`src/rtl/int_pkg.sv`:
```
// Shared types and constants for the interrupt/reset sequencer and control.
`timescale 1ns/1ps
package int_pkg;

  typedef enum logic [3:0] {
    RST_HOLD, RST_1, RST_2, RST_3, IDLE,
    PUSH_PCH, PUSH_PCL, PUSH_P, VEC_LO, VEC_HI, LOAD
  } int_state_t;

  typedef enum logic [1:0] {
    KIND_NONE = 2'd0,
    KIND_IRQ  = 2'd1,
    KIND_NMI  = 2'd2,
    KIND_RST  = 2'd3
  } int_kind_t;

  localparam logic [15:0] VEC_NMI    = 16'hFFFA;
  localparam logic [15:0] VEC_RST    = 16'hFFFC;
  localparam logic [15:0] VEC_IRQ    = 16'hFFFE;
  localparam logic [7:0]  STACK_PAGE = 8'h01;

  // P register bit positions
  localparam int P_I = 2;
  localparam int P_B = 4;
  localparam int P_U = 5;

  // P as it lands on the stack: unused bit reads 1, B marks a software BRK
  function automatic logic [7:0] push_p(input logic [7:0] p, input logic brk);
    logic [7:0] r;
    r      = p;
    r[P_U] = 1'b1;
    r[P_B] = brk;
    return r;
  endfunction

endpackage

```
`src/rtl/nmi_edge_detect.sv`:
```
// Two-flop synchronizer on nmi_n plus a one-cycle falling-edge pulse.
`timescale 1ns/1ps
module nmi_edge_detect (
  input  logic clk,
  input  logic rst_n,
  input  logic nmi_n,
  output logic nmi_fall
);

  logic sync0, sync1, prev;

  // synchronize the pin and keep one cycle of history for edge detection
  always_ff @(posedge clk or negedge rst_n) begin
    if (!rst_n) begin
      sync0 <= 1'b1;
      sync1 <= 1'b1;
      prev  <= 1'b1;
    end else begin
      sync0 <= nmi_n;
      sync1 <= sync0;
      prev  <= sync1;
    end
  end

  assign nmi_fall = prev & ~sync1;

endmodule

```
`src/rtl/int_sequencer.sv`:
```
// Reset / NMI / IRQ / BRK sequencer: owns the bus while it pushes PC and P,
// fetches the vector and hands the new PC back to control.
`timescale 1ns/1ps
module int_sequencer
  import int_pkg::*;
#(
  parameter logic [15:0] NMI_VEC = VEC_NMI,
  parameter logic [15:0] RST_VEC = VEC_RST,
  parameter logic [15:0] IRQ_VEC = VEC_IRQ
) (
  input  logic        clk,
  input  logic        rst_n,
  input  logic        nmi_n,
  input  logic        irq_n,
  input  logic        brk_req,
  input  logic        sync,
  input  logic [7:0]  p_in,
  input  logic [7:0]  s_in,
  input  logic [15:0] pc_in,
  input  logic [7:0]  din,
  output logic        busy,
  output logic [15:0] addr_out,
  output logic        addr_en,
  output logic [7:0]  dout,
  output logic        mem_rw,
  output logic        s_dec,
  output logic [15:0] pc_out,
  output logic        pc_ld,
  output logic        p_set_i,
  output logic [1:0]  int_kind
);

  int_state_t state, state_nxt;
  int_kind_t  kind_q;
  logic       nmi_fall, nmi_pend, brk_pend, is_brk;
  logic       irq_ok, nmi_hit, start, enter_vec;
  logic [7:0] vec_lo;
  logic [15:0] vec, stack_addr;

  nmi_edge_detect u_nmi (
    .clk      (clk),
    .rst_n    (rst_n),
    .nmi_n    (nmi_n),
    .nmi_fall (nmi_fall)
  );

  assign irq_ok     = ~irq_n & ~p_in[P_I];
  // an edge arriving on the selection cycle still counts, so late NMIs can hijack
  assign nmi_hit    = nmi_pend | nmi_fall;
  assign start      = (state == IDLE) && sync && (nmi_pend || brk_pend || irq_ok);
  assign enter_vec  = (state == RST_3) || (state == PUSH_P);
  assign stack_addr = {STACK_PAGE, s_in};
  assign int_kind   = kind_q;

  // state register
  always_ff @(posedge clk or negedge rst_n) begin
    if (!rst_n) state <= RST_HOLD;
    else        state <= state_nxt;
  end

  // next-state sequencing
  always_comb begin
    state_nxt = state;
    case (state)
      RST_HOLD: state_nxt = RST_1;
      RST_1:    state_nxt = RST_2;
      RST_2:    state_nxt = RST_3;
      RST_3:    state_nxt = VEC_LO;
      IDLE:     if (start) state_nxt = PUSH_PCH;
      PUSH_PCH: state_nxt = PUSH_PCL;
      PUSH_PCL: state_nxt = PUSH_P;
      PUSH_P:   state_nxt = VEC_LO;
      VEC_LO:   state_nxt = VEC_HI;
      VEC_HI:   state_nxt = LOAD;
      LOAD:     state_nxt = IDLE;
      default:  state_nxt = RST_HOLD;
    endcase
  end

  // pending request flags; a new edge/request wins over a same-cycle clear
  // except when that edge is the one being serviced
  always_ff @(posedge clk or negedge rst_n) begin
    if (!rst_n) begin
      nmi_pend <= 1'b0;
      brk_pend <= 1'b0;
    end else begin
      if ((state == PUSH_P) && nmi_hit) nmi_pend <= 1'b0;
      else if (nmi_fall)                nmi_pend <= 1'b1;
      if (brk_req)        brk_pend <= 1'b1;
      else if (enter_vec) brk_pend <= 1'b0;
    end
  end

  // per-sequence data: BRK flag for the pushed P, vector choice, vector low byte
  always_ff @(posedge clk or negedge rst_n) begin
    if (!rst_n) begin
      is_brk <= 1'b0;
      kind_q <= KIND_NONE;
      vec_lo <= 8'h00;
    end else begin
      if (start) is_brk <= ~nmi_pend & brk_pend;
      if (enter_vec)
        kind_q <= (state == RST_3) ? KIND_RST : (nmi_hit ? KIND_NMI : KIND_IRQ);
      else if (state == LOAD)
        kind_q <= KIND_NONE;
      if (state == VEC_HI) vec_lo <= din;
    end
  end

  // vector address follows the latched source
  always_comb begin
    case (kind_q)
      KIND_NMI: vec = NMI_VEC;
      KIND_RST: vec = RST_VEC;
      default:  vec = IRQ_VEC;
    endcase
  end

  // bus and core-update outputs decoded from state
  always_comb begin
    busy     = 1'b1;
    addr_en  = 1'b1;
    mem_rw   = 1'b1;
    addr_out = 16'h0000;
    dout     = 8'h00;
    s_dec    = 1'b0;
    pc_out   = 16'h0000;
    pc_ld    = 1'b0;
    p_set_i  = 1'b0;
    case (state)
      RST_HOLD: addr_en = 1'b0;
      IDLE: begin
        busy    = 1'b0;
        addr_en = 1'b0;
      end
      RST_1, RST_2, RST_3: begin
        addr_out = stack_addr;
        s_dec    = 1'b1;
      end
      PUSH_PCH, PUSH_PCL, PUSH_P: begin
        addr_out = stack_addr;
        mem_rw   = 1'b0;
        s_dec    = 1'b1;
        dout     = (state == PUSH_PCH) ? pc_in[15:8] :
                   (state == PUSH_PCL) ? pc_in[7:0]  : push_p(p_in, is_brk);
      end
      VEC_LO: addr_out = vec;
      VEC_HI: addr_out = vec + 16'd1;
      LOAD: begin
        addr_out = vec + 16'd1;
        pc_out   = {din, vec_lo};
        pc_ld    = 1'b1;
        p_set_i  = 1'b1;
      end
      default: ;
    endcase
  end

endmodule

```
`config.mk`:
```
export PLATFORM = sky130hd
export DESIGN_NAME = int_sequencer
export DESIGN_NICKNAME = d
export VERILOG_FILES = /design/src/rtl/int_pkg.sv /design/src/rtl/nmi_edge_detect.sv /design/src/rtl/int_sequencer.sv
export SDC_FILE = /design/constraint.sdc
export NUM_CORES = 1
export LEC_CHECK = 0
export CAP_MARGIN = 25
export CORE_MARGIN = 2
export CORE_UTILIZATION = 37
export DETAILED_ROUTE_END_ITERATION = 16
export PLACE_DENSITY_LB_ADDON = 0.3
export SETUP_SLACK_MARGIN = 0.2
export SLEW_MARGIN = 20
export SYNTH_ARGS = -nofsm -noshare
export SYNTH_HDL_FRONTEND = slang
export SYNTH_SLANG_ARGS = --single-unit
export TNS_END_PERCENT = 100
```
`constraint.sdc`:
```
create_clock -name clk -period 4.5 [get_ports clk]
set_clock_uncertainty 0.15 [all_clocks]
set_input_delay 0.675 -clock clk [delete_from_list [all_inputs] [get_ports clk]]
set_output_delay 0.675 -clock clk [all_outputs]
set_load 0.05 [all_outputs]
```
==> results.sh <==
export IMPL_status="completed"
export IMPL_place_port_buffers=91
export IMPL_die_area_um2=3990
export IMPL_ir_worst_vdd_v=0.000351
export IMPL_synth_cell_types=30
export IMPL_wirelength_um=3720
export IMPL_antenna_cells=0
export IMPL_syn_mean_instance_area_um2=9.46
export IMPL_regToRegEndpoint="state[2]"
export IMPL_drive_gt1_share_pct=13.8
export IMPL_crit_path_max_incr_delay_ns=0.83
export IMPL_rr_worst_depth=3
export IMPL_ys_top_cells_by_area="dfrtp_1 33%, mux2_2 13%, and2_1 7.7%"
export IMPL_post_cts_setup_buffers=0
export IMPL_cpMaxStageDelayCell="dfrtp_1"
export IMPL_min_delay_path_depth=0
export IMPL_antenna_found_initial=0
export IMPL_drtAntennaViolNets=0
export IMPL_min_period_ns=3.71
export IMPL_seq_area_frac_synth_pct=38.9
export IMPL_worstSkewPairLatency_ns=0.30
export IMPL_drc=0
export IMPL_cts_sinks=20
export IMPL_die_y_um=63.2
export IMPL_yosysTopAreaCell="dfrtp_1"
export IMPL_grt_max_degree=23
export IMPL_die_x_um=63.2
export IMPL_htreeDepth=1
export IMPL_setup_tns_ns=0
export IMPL_track_usage_pct=18.4
export IMPL_cts_tree="done"
export IMPL_slew_viol_final=0
export IMPL_grt_setup_unrepaired="false"
export IMPL_initial_core_util_pct=38.5
export IMPL_fin_area_um2=2210
export IMPL_grt_pass1_wl_um=5990
export IMPL_reg2reg_from="state[1]"
export IMPL_holdBufCountCts=0
export IMPL_powerDensity_nw_per_um2=716
export IMPL_dp_hpwl_um=2880
export IMPL_core_um2=3360
export IMPL_finalSetupViolCount=0
export IMPL_grt_pass1_vias=1264
export IMPL_hold_end="u_nmi.sync1"
export IMPL_synth_edf_count=0
export IMPL_r2r_slack_ns=2.52
export IMPL_async_flop_share_pct=100
export IMPL_dr_total_vias=1312
export IMPL_synth_net_count=183
export IMPL_grt_overflow_total=0
export IMPL_clkTransAtPathRegs_ns=0.11
export IMPL_arrival_ns=2.89
export IMPL_wl_per_cell_um=14.2
export IMPL_drt_first_pass_iters=4
export IMPL_hold_viol=0
export IMPL_root_buffer="clkbuf_4"
export IMPL_crit_fanout=22
export IMPL_tightest_slew_ns=0.862
export IMPL_fin_crit_sh_pct=82.5
export IMPL_avgViaCountPerCell=4.99
export IMPL_fmax_ghz=0.269
export IMPL_cts_buffers=3
export IMPL_hold_path_class="register to register"
export IMPL_ioPinCount=94
export IMPL_worstPathCellList="nand2b_1 > nor2_2 > and2_1 > clkdlybuf4s50_1"
export IMPL_ys_flop_type="dfrtp_1"
export IMPL_cp_end_kind="output port"
export IMPL_synthToLayoutAreaGrowth_pct=70.6
export IMPL_worstHoldStart="u_nmi.sync0"
export IMPL_cellLeakagePower_nw=0.873
export IMPL_cp_required_ns=3.67
export IMPL_cap_violations=0
export IMPL_synth_seq_cells=20
export IMPL_initialDrtViolationCount=21
export IMPL_postSynthCellCount=137
export IMPL_syn_area_um2=1300
export IMPL_ctsResizeCount=0
export IMPL_synth_warnings=0
export IMPL_gp_congestion=0.836
export IMPL_final_nets=264
export IMPL_clk_path_buf_depth=2
export IMPL_critical_path_class="register to output port"
export IMPL_place_area_um2=2170
export IMPL_num_rows=21
export IMPL_start_kind="register"
export IMPL_yosysTopAreaCellShare_pct=32.8
export IMPL_relSlewSlack_pct=42.3
==> synth_stat cells (5+ instances only) <==
library cell	instances
a21o_1	7
a21oi_1	6
a22oi_1	7
and2_1	16
buf_2	6
buf_4	7
dfrtp_1	17
mux2_2	15
nand2_1	5
nand2b_1	5
nor2_1	13
o21ai_0	5
==> through the flow <==
| stage | hold WS (ns) | instances | power [mW] | utilization, % | setup slack, ns |
|---|---|---|---|---|---|
| 2_1_floorplan | 0.195 | 137 | 1.17 | - | 1.65 |
| 3_3_place_gp | 0.197 | 259 | 1.46 | 64.7 | 1.20 |
| 3_5_place_dp | 0.203 | 259 | 1.49 | 64.7 | 1.11 |
| 4_1_cts | 0.219 | 263 | 1.59 | 65.7 | 0.778 |
| 5_1_grt | 0.224 | 263 | 1.68 | 65.7 | 0.583 |
| 6_report | 0.216 | 263 | 1.58 | 65.7 | 0.786 |
==> layer usage <==
metal	wire length (µm)	share of wire [%]	GRT usage, %
met4	0	0	2.99
met1	1480	40	22.1
met3	247	6.6	5.54
met5	0	0	0
met2	1990	54	32.8
==> final cells by class <==
cell class	count	area, µm²
Fill cell	291	1150
Timing Repair Buffer	91	911
Multi-Input combinational cell	101	698
Sequential cell	20	504
Tap cell	46	57.6
Clock buffer	4	36.3
Inverter	1	3.75
==> sequential cells by signal, indices dropped and copies added (netlist names) <==
signal       count
brk_pend         1
int_kind         2
is_brk           1
nmi_pend         1
state            4
u_nmi.prev       1
u_nmi.sync0      1
u_nmi.sync1      1
vec_lo           8
==> report_power, final <==
part / total (mW) / switching (mW) / leakage (nW) / internal [mW]
Clock: 0.103 / 0.0532 / 0.0210 / 0.0493
Combinational: 1.12 / 0.698 / 0.626 / 0.425
Sequential: 0.358 / 0.107 / 0.226 / 0.251
Total: 1.58 / 0.858 / 0.873 / 0.725
==> worst max-delay path: cells and delay by family (launching register included) <==
kind	cells	cell delay (ns)
DFF	1	0.83
buffers and inverters	1	0.81
and+or+nand+nor	3	0.94
==> worst max-delay path by stage <==
stage | end | cells past startpoint | start | slack, ns
2_1_floorplan | addr_out[1] | 4 | state[1] | 1.65
3_5_place_dp | pc_out[14] | 4 | state[1] | 1.11
5_1_grt | pc_out[0] | 4 | state[1] | 0.58
3_3_place_gp | pc_out[7] | 4 | state[1] | 1.20
4_1_cts | pc_out[14] | 4 | state[1] | 0.78
6_report | pc_out[14] | 4 | state[1] | 0.79
==> layout by cell type (no fill, tap or decap), drive strengths merged <==
master	count
a211oi	1
dfstp	3
mux2	15
and2	17
nand2b	5
nor3	1
a22o	2
a21o	7
or2	3
a22oi	7
o31ai	1
inv	1
clkbuf	4
nand2	5
a21oi	7
nor2	16
or2b	1
clkdlybuf4s50	91
nor2b	2
or3	1
or4b	1
a211o	2
dfrtp	17
a221oi	2
o21ai	5
==> logic make-up after synthesis <==
| family | count (synthesis) | synth area share (%) |
|---|---|---|
| muxes | 15 | 13.0 |
| AOI/OAI and AO/OA | 34 | 18.2 |
| DFF | 20 | 38.9 |
| buffers and inverters | 16 | 7.24 |
| and+or+nand+nor | 52 | 22.6 |
Power figures use the tool's default switching activity.
